===== src/rtl/jt1943_obj_defs.sv =====
// Shared definitions for the 1943 object-RAM DMA: state encoding, default
// copy window and counter/buffer widths.
package jt1943_obj_defs;

   localparam logic [2:0] S_IDLE  = 3'd0;
   localparam logic [2:0] S_REQ   = 3'd1;
   localparam logic [2:0] S_PRIME = 3'd2;
   localparam logic [2:0] S_COPY  = 3'd3;
   localparam logic [2:0] S_REL   = 3'd4;

   localparam logic [12:0] OBJ_BASE_DEF = 13'h1000;
   localparam int          OBJ_LEN_DEF  = 512;

   localparam int BUF_AW = 9;
   localparam int CNT_W  = 10;

   // Object-RAM address for a copy offset; wraps modulo 8192.
   function automatic logic [12:0] obj_addr(input logic [12:0] base,
                                            input logic [CNT_W-1:0] ofs);
      return base + {3'b000, ofs};
   endfunction

endpackage


===== src/rtl/jt1943_objdma_cnt.sv =====
// Loadable up-counter advanced on cen, with a terminal-count flag that is
// high while the count equals LAST.
module jt1943_objdma_cnt
   import jt1943_obj_defs::*;
#(
   parameter logic [CNT_W-1:0] LAST = 10'd0
)(
   input  logic             clk,
   input  logic             rst,
   input  logic             cen_i,
   input  logic             load_i,
   input  logic [CNT_W-1:0] load_val_i,
   input  logic             inc_i,
   output logic [CNT_W-1:0] q_o,
   output logic             tc_o
);

   logic [CNT_W-1:0] cnt_q;
   logic [CNT_W-1:0] cnt_d;

   // Next count: load has priority over increment.
   always_comb begin
      cnt_d = cnt_q;
      if (load_i) begin
         cnt_d = load_val_i;
      end else if (inc_i) begin
         cnt_d = cnt_q + 10'd1;
      end else begin
         cnt_d = cnt_q;
      end
   end

   // Count register.
   always_ff @(posedge clk) begin
      if (rst) begin
         cnt_q <= 10'd0;
      end else if (cen_i) begin
         cnt_q <= cnt_d;
      end
   end

   assign q_o  = cnt_q;
   assign tc_o = (cnt_q == LAST);

endmodule


===== src/rtl/jt1943_objdma.sv =====
// Once-per-frame object-RAM DMA: takes the CPU bus at vertical blank via
// BUSRQ/BUSAK, streams the sprite table into the object line buffer, releases.
module jt1943_objdma
   import jt1943_obj_defs::*;
#(
   parameter logic [12:0] OBJ_BASE = OBJ_BASE_DEF,
   parameter int          OBJ_LEN  = OBJ_LEN_DEF,
   parameter int          ACK_TO   = 63
)(
   input  logic              clk,
   input  logic              rst,
   input  logic              cen,
   input  logic              LVBL,
   output logic              bus_req,
   input  logic              bus_ack,
   output logic              blcnten,
   output logic [12:0]       obj_AB,
   input  logic [7:0]        ram_dout,
   output logic [BUF_AW-1:0] buf_addr,
   output logic [7:0]        buf_data,
   output logic              buf_we,
   output logic              busy,
   output logic              done,
   output logic              err
);

   localparam logic [CNT_W-1:0] LEN_LAST = 10'(OBJ_LEN);
   localparam logic [CNT_W-1:0] TO_LAST  = 10'(ACK_TO - 1);

   logic [2:0]        state_q, state_d;
   logic              lvbl_q, arm_q;
   logic              bus_req_q, bus_req_d;
   logic              en_q, en_d;
   logic [12:0]       obj_ab_q, obj_ab_d;
   logic [BUF_AW-1:0] buf_addr_q, buf_addr_d;
   logic              we_q, we_d;
   logic              busy_q, busy_d;
   logic              done_q, done_d;
   logic              err_q, err_d;

   logic              trig;
   logic              rel_go;
   logic [CNT_W-1:0]  cnt_q, cnt_nxt, cnt_ld_val;
   logic              cnt_ld, cnt_inc, cnt_tc;
   logic              to_ld, to_inc, to_tc;
   logic [CNT_W-1:0]  to_q_unused;

   jt1943_objdma_cnt #(.LAST(LEN_LAST)) u_cnt (
      .clk        (clk),
      .rst        (rst),
      .cen_i      (cen),
      .load_i     (cnt_ld),
      .load_val_i (cnt_ld_val),
      .inc_i      (cnt_inc),
      .q_o        (cnt_q),
      .tc_o       (cnt_tc)
   );

   jt1943_objdma_cnt #(.LAST(TO_LAST)) u_tocnt (
      .clk        (clk),
      .rst        (rst),
      .cen_i      (cen),
      .load_i     (to_ld),
      .load_val_i (10'd0),
      .inc_i      (to_inc),
      .q_o        (to_q_unused),
      .tc_o       (to_tc)
   );

   assign cnt_nxt = cnt_q + 10'd1;

   // Next-state and next-output logic; outputs are registered alongside the state.
   always_comb begin
      trig       = arm_q & lvbl_q & ~LVBL;
      state_d    = state_q;
      bus_req_d  = bus_req_q;
      en_d       = en_q;
      obj_ab_d   = obj_ab_q;
      buf_addr_d = buf_addr_q;
      we_d       = 1'b0;
      busy_d     = busy_q;
      done_d     = 1'b0;
      err_d      = 1'b0;
      cnt_ld     = 1'b0;
      cnt_ld_val = 10'd0;
      cnt_inc    = 1'b0;
      to_ld      = 1'b0;
      to_inc     = 1'b0;
      rel_go     = 1'b0;

      case (state_q)
         S_IDLE: begin
            if (trig) begin
               state_d   = S_REQ;
               bus_req_d = 1'b1;
               busy_d    = 1'b1;
               cnt_ld    = 1'b1;
               to_ld     = 1'b1;
            end else begin
               bus_req_d  = 1'b0;
               en_d       = 1'b0;
               obj_ab_d   = 13'h0000;
               buf_addr_d = 9'd0;
               busy_d     = 1'b0;
            end
         end
         S_REQ: begin
            if (bus_ack) begin
               state_d  = S_PRIME;
               en_d     = 1'b1;
               obj_ab_d = OBJ_BASE;
            end else if (to_tc) begin
               state_d   = S_IDLE;
               bus_req_d = 1'b0;
               busy_d    = 1'b0;
               err_d     = 1'b1;
            end else begin
               to_inc = 1'b1;
            end
         end
         S_PRIME: begin
            if (!bus_ack) begin
               rel_go = 1'b1;
               err_d  = 1'b1;
            end else begin
               state_d    = S_COPY;
               cnt_ld     = 1'b1;
               cnt_ld_val = 10'd1;
               obj_ab_d   = obj_addr(OBJ_BASE, 10'd1);
               buf_addr_d = 9'd0;
               we_d       = 1'b1;
            end
         end
         S_COPY: begin
            // Data for OBJ_BASE+cnt-1 arrives a cen after its address was presented.
            if (!bus_ack) begin
               rel_go = 1'b1;
               err_d  = 1'b1;
            end else if (cnt_tc) begin
               rel_go = 1'b1;
               done_d = 1'b1;
            end else begin
               cnt_inc    = 1'b1;
               obj_ab_d   = obj_addr(OBJ_BASE, cnt_nxt);
               buf_addr_d = cnt_q[BUF_AW-1:0];
               we_d       = 1'b1;
            end
         end
         S_REL: begin
            state_d   = S_IDLE;
            bus_req_d = 1'b0;
            en_d      = 1'b0;
            busy_d    = 1'b0;
         end
         default: begin
            state_d    = S_IDLE;
            bus_req_d  = 1'b0;
            en_d       = 1'b0;
            obj_ab_d   = 13'h0000;
            buf_addr_d = 9'd0;
            busy_d     = 1'b0;
         end
      endcase

      if (rel_go) begin
         state_d    = S_REL;
         bus_req_d  = 1'b0;
         en_d       = 1'b0;
         obj_ab_d   = 13'h0000;
         buf_addr_d = 9'd0;
         we_d       = 1'b0;
         busy_d     = 1'b1;
      end else begin
         state_d = state_d;
      end
   end

   // State, registered outputs and LVBL edge detector.
   always_ff @(posedge clk) begin
      if (rst) begin
         state_q    <= S_IDLE;
         lvbl_q     <= 1'b1;
         arm_q      <= 1'b0;
         bus_req_q  <= 1'b0;
         en_q       <= 1'b0;
         obj_ab_q   <= 13'h0000;
         buf_addr_q <= 9'd0;
         we_q       <= 1'b0;
         busy_q     <= 1'b0;
         done_q     <= 1'b0;
         err_q      <= 1'b0;
      end else if (cen) begin
         state_q    <= state_d;
         lvbl_q     <= LVBL;
         arm_q      <= 1'b1;
         bus_req_q  <= bus_req_d;
         en_q       <= en_d;
         obj_ab_q   <= obj_ab_d;
         buf_addr_q <= buf_addr_d;
         we_q       <= we_d;
         busy_q     <= busy_d;
         done_q     <= done_d;
         err_q      <= err_d;
      end
   end

   // A dropped ack must release the RAM port and cancel the pending write at once.
   assign blcnten  = en_q & bus_ack;
   assign buf_we   = we_q & bus_ack;
   assign buf_data = ram_dout & {8{we_q}};
   assign bus_req  = bus_req_q;
   assign obj_AB   = obj_ab_q;
   assign buf_addr = buf_addr_q;
   assign busy     = busy_q;
   assign done     = done_q;
   assign err      = err_q;

endmodule


===== config.mk =====
export PLATFORM = sky130hd
export DESIGN_NAME = jt1943_objdma
export DESIGN_NICKNAME = d
export VERILOG_FILES = /design/src/rtl/jt1943_obj_defs.sv /design/src/rtl/jt1943_objdma_cnt.sv /design/src/rtl/jt1943_objdma.sv
export SDC_FILE = /design/constraint.sdc
export NUM_CORES = 1
export LEC_CHECK = 0
export ABC_AREA = 1
export BUFFER_PORTS_ARGS = -buffer_cell sky130_fd_sc_hd__buf_2
export CAP_MARGIN = 20
export CORE_MARGIN = 2
export CORE_UTILIZATION = 30
export DETAILED_ROUTE_END_ITERATION = 12
export PLACE_DENSITY = 0.58
export SLEW_MARGIN = 5
export SYNTH_ARGS = -nofsm -noshare
export SYNTH_HDL_FRONTEND = slang
export SYNTH_SLANG_ARGS = --single-unit

===== constraint.sdc =====
create_clock -name clk -period 4.23 [get_ports clk]
set_input_delay 0 -clock clk [delete_from_list [all_inputs] [get_ports clk]]
set_output_delay 0 -clock clk [all_outputs]
set_load 0.005 [all_outputs]

== Word-level counts from Yosys, hierarchy flattened ==
Index checks and enable logic that the tools add are counted.

* Register bits after elaboration: 53
* Input port bits: 13
* Output and inout port bits: 36
* Logic and storage cells: 108

* Add/subtract/negate cells: 3
* Equal/unequal tests: 19
* Mux-type cells: 55
* Bitwise operators: 6
* Reduce and logical (&&, ||, !) cells: 12

{| class="wikitable"
|+ Operators with widths
! operator !! count
|-
| two-way mux 13 bit || 6
|-
| case mux 13 bit (5 select lines) || 1
|-
| two-way mux 9 bit || 5
|-
| two-way mux 10 bit || 4
|-
| case mux 9 bit (4 select lines) || 1
|-
| two-way mux 1 bit || 26
|-
| != test 3 bit (second input constant) || 8
|-
| adder 10 x 1 -> 10 bit (second input constant) || 2
|-
| two-way mux 3 bit || 5
|-
| adder 13 x 10 -> 13 bit (first input constant) || 1
|-
| case mux 3 bit (4 select lines) || 1
|-
| == test 10 bit (second input constant) || 1
|-
| == test 10 x 6 -> 1 bit (second input constant) || 1
|-
| AND 8 bit || 1
|-
| case mux 1 bit (2 select lines) || 4
|-
| AND reduction 4 bit || 2
|-
| AND reduction 7 bit || 1
|-
| == test 3 x 2 -> 1 bit (second input constant) || 2
|-
| case mux 1 bit (3 select lines) || 2
|-
| AND reduction 6 bit || 1
|-
| AND reduction 5 bit || 1
|-
| AND 1 bit || 4
|-
| != test 2 x 1 -> 1 bit (second input constant) || 2
|-
| != test 2 bit (second input constant) || 2
|-
| 8 further kinds || 11
|}

== Longest topological paths before layout ==
* Word-level depth: 6
* Gate-level depth with buffers: 11
* Depth with buffers taken out: 11

== By module ==
From an unflattened synthesis, not the netlist that was laid out.

* Cells, all modules: 502
* Area total of the unflattened synthesis: 3154.3 um^2

{| class="wikitable"
|+ Modules (own cells, without submodules)
! module !! times used !! cells each !! area each (um^2) !! sequential area each (um^2)
|-
| jt1943_objdma || 1 || 281 || 1749.2 || 620.6
|-
| jt1943_objdma_cnt at u_cnt || 1 || 112 || 719.4 || 200.2
|-
| jt1943_objdma_cnt at u_tocnt || 1 || 109 || 685.7 || 200.2
|}

== Worst setup path after synthesis ==
No wires, ideal clock.

* Path type: reg-to-reg
* Start: reg u_tocnt.cnt_q[0], in the netlist u_tocnt.q_o[0]
* End: reg u_tocnt.cnt_q[0], in the netlist u_tocnt.q_o[0]
* Setup time: 0.118 ns
* Arrival: 1.328 ns
* Required time: 4.112 ns
* Slack: 2.784 ns
* Stages on the path, launching flop included: 12
* Buffers on the path: 1
* Period minus slack after synthesis: 1.446 ns
* Path through: dfxtp_1 > inv_1 > ha_1 > nand2_1 > nor2_1 > nand3_1 > nand2_2 > inv_2 > nand2_2 > buf_4 > o21ai_1 > a21oi_1

* Longest elaborated chain between the ends: 6
* Elaborated cells on any way between the ends: 9
* Those cells by class: 1 x add/sub; 1 x eq/ne; 5 x mux; 2 x reduce/logical

{| class="wikitable"
|+ RTL lines
! element !! RTL line !! source
|-
| start: declaration || jt1943_objdma_cnt.sv:18 || <nowiki>logic [CNT_W-1:0] cnt_q;</nowiki>
|-
| start signal: assignment || jt1943_objdma_cnt.sv:38 || <nowiki>cnt_q <= cnt_d;</nowiki>
|-
| parallel branches: the longest is 6 deep, another holds adder 10 x 1 -> 10 bit || n/a ||
|}

Parallel ways; which one is timed is not known. The select of a mux whose other input is x is not followed.
A chain may end at the register's enable or synchronous reset.

== Worst setup path in the final report ==
* Start: reg u_cnt.cnt_q[0], in the netlist u_cnt.q_o[0]
* End: reg state_q[0]

* Longest elaborated chain between the ends: 6
* Elaborated cells on any way between the ends: 10
* Those cells by class: 5 x eq/ne; 4 x mux; 1 x reduce/logical

{| class="wikitable"
|+ RTL lines
! element !! RTL line !! source
|-
| start: declaration || jt1943_objdma_cnt.sv:18 ||
|-
| start signal: assignment || jt1943_objdma_cnt.sv:38 ||
|-
| == test 10 bit * || jt1943_objdma_cnt.sv:43 || <nowiki>assign tc_o = (cnt_q == LAST);</nowiki>
|-
| two-way mux 1 bit * || jt1943_objdma.sv:139 || <nowiki>end else if (cnt_tc) begin</nowiki>
|-
| two-way mux 1 bit * || jt1943_objdma.sv:136 || <nowiki>if (!bus_ack) begin</nowiki>
|-
| case mux 1 bit (2 select lines) * || jt1943_objdma.sv:91 || <nowiki>case (state_q)</nowiki>
|-
| != test 4 bit (no source line), or another cell as far along || n/a ||
|-
| AND reduction 5 bit (no source line) || n/a ||
|-
| end signal: assignment || jt1943_objdma.sv:193 || <nowiki>state_q <= state_d;</nowiki>
|-
| end: declaration || jt1943_objdma.sv:30 || <nowiki>logic [2:0] state_q, state_d;</nowiki>
|}

Mark *: on every way between the ends. The rest lies on a longest branch, timed or not.

==> metrics.txt <==
WL met2=2.814 mm; Worst slew margin=54.88%; worst-path fanout max=15; CTS Root Cell=clkbuf_8; Die Ht=100.3 um; Tmin final=1.784 ns; Initial Util=30.56%; CP bufs+invs=1; CTS Buf Count=5; IO Port Bufs=46; Seq cells post-synth=51; DR WL/cell=11.80 um; Cell Rows=35; synth unique cells=32; Core Footprint=9109 um^2; clock sinks=51; status=finished clean; vias in the first global route=2323; clock power share=33.6%; syn_area_per_cell=6.840 um^2; overall power=1.051 mW; Final WS setup=2.446 ns; Hold/Removal Path Class=input port to flop; first-pass iteration count of the detailed router=4; delay-heaviest family, CP=simple AND/OR/NAND/NOR gates; M1 wire length=3.325 mm; clk_skew=0.007529 ns; Die Width=100.3 um; Antenna Nets Post-Route=0; Worst-Margin Slew=0.6768 ns; fin. max-slew vios=0; share of layout cells above drive strength 1=18.39%; crit path cell chain=inv_1 > ha_1 > nand3_1 > o21bai_4 > nand2_1 > nor2_1 > nand3_1 > nand2_1 > nor2_1; slowest CP cell=o21bai_4; Critical Path AT=1.96 ns; Inserted Diodes=0; register area share after synthesis=36.67%; post-CTS sizing=0; vias per cell=4.700; mux cell area share after synthesis=0%; CTS HTree Levels=2; Synth Area in Simple Gates=34.97%; routed wire length=6.575 mm; post-synthesis compound-gate area fraction=12.45%; top sig layer=met4; worst path required time=4.40 ns; global route overflow=0; highest cell delay on the worst timing path=0.39 ns; Placer Congestion=0.8722; Max clock buf depth=2; CTS tree=yes; xor and xnor fraction of the mapped netlist area=2.831%; Die ar.=10070 um^2; Setup TNS Final=0 ns; Post-Syn Area=2784 um^2; I/O pin count=49; pin count of the biggest net entering global routing=36; DP Wirelength=4.798 mm; Place WS=2.478 ns; peak supply drop=0.1451 mV; Cell Int Power=0.7434 mW; Area growth syn-to-layout=14.34%; sw frac=29.26%; Max Fclk=0.5607 GHz; first-pass GRT wire length=10.93 mm; largest family of logic cells by synthesized area=simple AND/OR/NAND/NOR gates; Tcrit/Tclk final=42.17%; combinational share of power=16.8%; Worst-path clk slew=0.10 ns; clock latency on the worst-skew pair=0.31 ns; endpoints failing setup=0; met3 wire len=335 um; DR iter-0 viols=127; CP Class=flop to flop; Warnings, synthesis=0; crit start category=flop; final routed DRC violation total=0; sequential power share=49.6%; adder-cell share of the synthesized area=1.798%; Vias=2618; RSZ-0062 raised after global routing=no; Post-Syn Instances=407; type of element capturing the critical path=flop; initial antenna violation count=0; Final nets=462; Switch Pwr=0.3076 mW; max cap viols=0; GR Util All Layers=13.28%; Hold Vio Cnt, Final=0; PD cells=330.2 nW/um^2; Leak=1.433 nW
[tightest hold or removal path: stages]
cell and delay (ns):
buf_2 0.17, nand4_1 0.12, a21oi_1 0.06
[cell type report]
class / count / area (um^2)
fillers: 978 / 5926
clock inverters: 3 / 47.55
repair buffers: 47 / 240.2
well taps: 111 / 138.9
flip-flops and latches: 51 / 1021
clock buffers: 5 / 68.82
multi-input cells: 284 / 1456
inverters: 56 / 210.2
[metrics by stage]
| step | std cells | utilization (%) | hold WS [ns] | instance area [um^2] |
|---|---|---|---|---|
| final | 557 | 34.95 | 0.07139 | 3183 |
| after global routing | 557 | 34.95 | 0.08184 | 3183 |
| after CTS | 557 | 34.95 | 0.05927 | 3183 |
| after detailed placement | 548 | 33.56 | 0.2369 | 3057 |
| after global placement | 548 | 33.56 | 0.2372 | 3057 |
| after floorplan | 408 | - | 0.07882 | 2788 |
[per-layer routing]
metal  track usage, %  vias up
met1            18.29     1179
met5                0        -
li1                 -     1376
met4            5.374        0
met2            20.13       55
met3            2.925        8
[repair_timing]
action,in CTS,in global routing
hold buffers,1,0
buffers inserted,0,0
endpoints found under the hold margin,1,0
setup endpoints to repair,0,0
[sequential cells by signal (all words and copies together), names as in the netlist, 3 cells and up]
name	flops
buf_addr	9
obj_AB	11
state_q	3
u_cnt.q_o	10
u_tocnt.q_o	10
[power groups by stage]
stage	sequential, mW	clock (mW)	combinational (mW)
after floorplan	0.531	0	0.135
after global placement	0.532	0	0.175
after detailed placement	0.532	0	0.176
after CTS	0.521	0.368	0.178
after global routing	0.525	0.378	0.202
final	0.521	0.353	0.177
[cell usage after synthesis, drive strengths merged]
library cell / number / area [um^2]
nor2: 48 / 214.0
xor2: 8 / 70.07
ha: 4 / 50.05
nor3: 4 / 20.02
buf: 9 / 70.07
conb: 1 / 3.750
nor3b: 1 / 7.510
a31oi: 1 / 6.260
clkinv: 1 / 3.750
clkbuf: 8 / 30.03
nand3: 39 / 215.2
a21oi: 47 / 239.0
inv: 55 / 206.5
dfxtp: 51 / 1021
o21bai: 1 / 18.77
o21ai: 14 / 70.07
nand3b: 2 / 15.01
nand2: 95 / 376.6
nand4: 16 / 125.1
o211ai: 1 / 12.51
xnor2: 1 / 8.760
[cells in the final DEF (no fill, tap or decap), types with 5 or more instances in the layout]
master / netlist / final
buf_2: 2 / 46
a21oi_1: 46 / 46
nand4_1: 12 / 12
nand2_2: 8 / 8
nor2_1: 44 / 44
o21ai_0: 12 / 12
inv_2: 5 / 5
nand3_1: 35 / 35
xor2_1: 8 / 8
clkbuf_8: 0 / 5
nand2_1: 87 / 87
dfxtp_1: 51 / 51
inv_1: 50 / 50
[path summary, 6_finish.rpt]
kind / startpoint / end / slack [ns] / depth (start not counted)
setup / recovery: u_cnt.q_o[0] / state_q[0] / 2.45 / 9
hold reg to reg: buf_addr[2] / buf_addr[2] / 0.45 / 2
setup reg to reg: u_cnt.q_o[0] / state_q[0] / 2.45 / 9
hold / removal: bus_ack / done / 0.07 / 3
[logic make-up after synthesis]
logic type / after synthesis
flip-flops: 51
XOR/XNOR: 9
adder cells (fa/ha/maj): 4
other: 1
AND/OR/NAND/NOR: 205
buffers and inverters: 73
AO/OA/AOI/OAI: 64
Power figures use the tool's default switching activity.
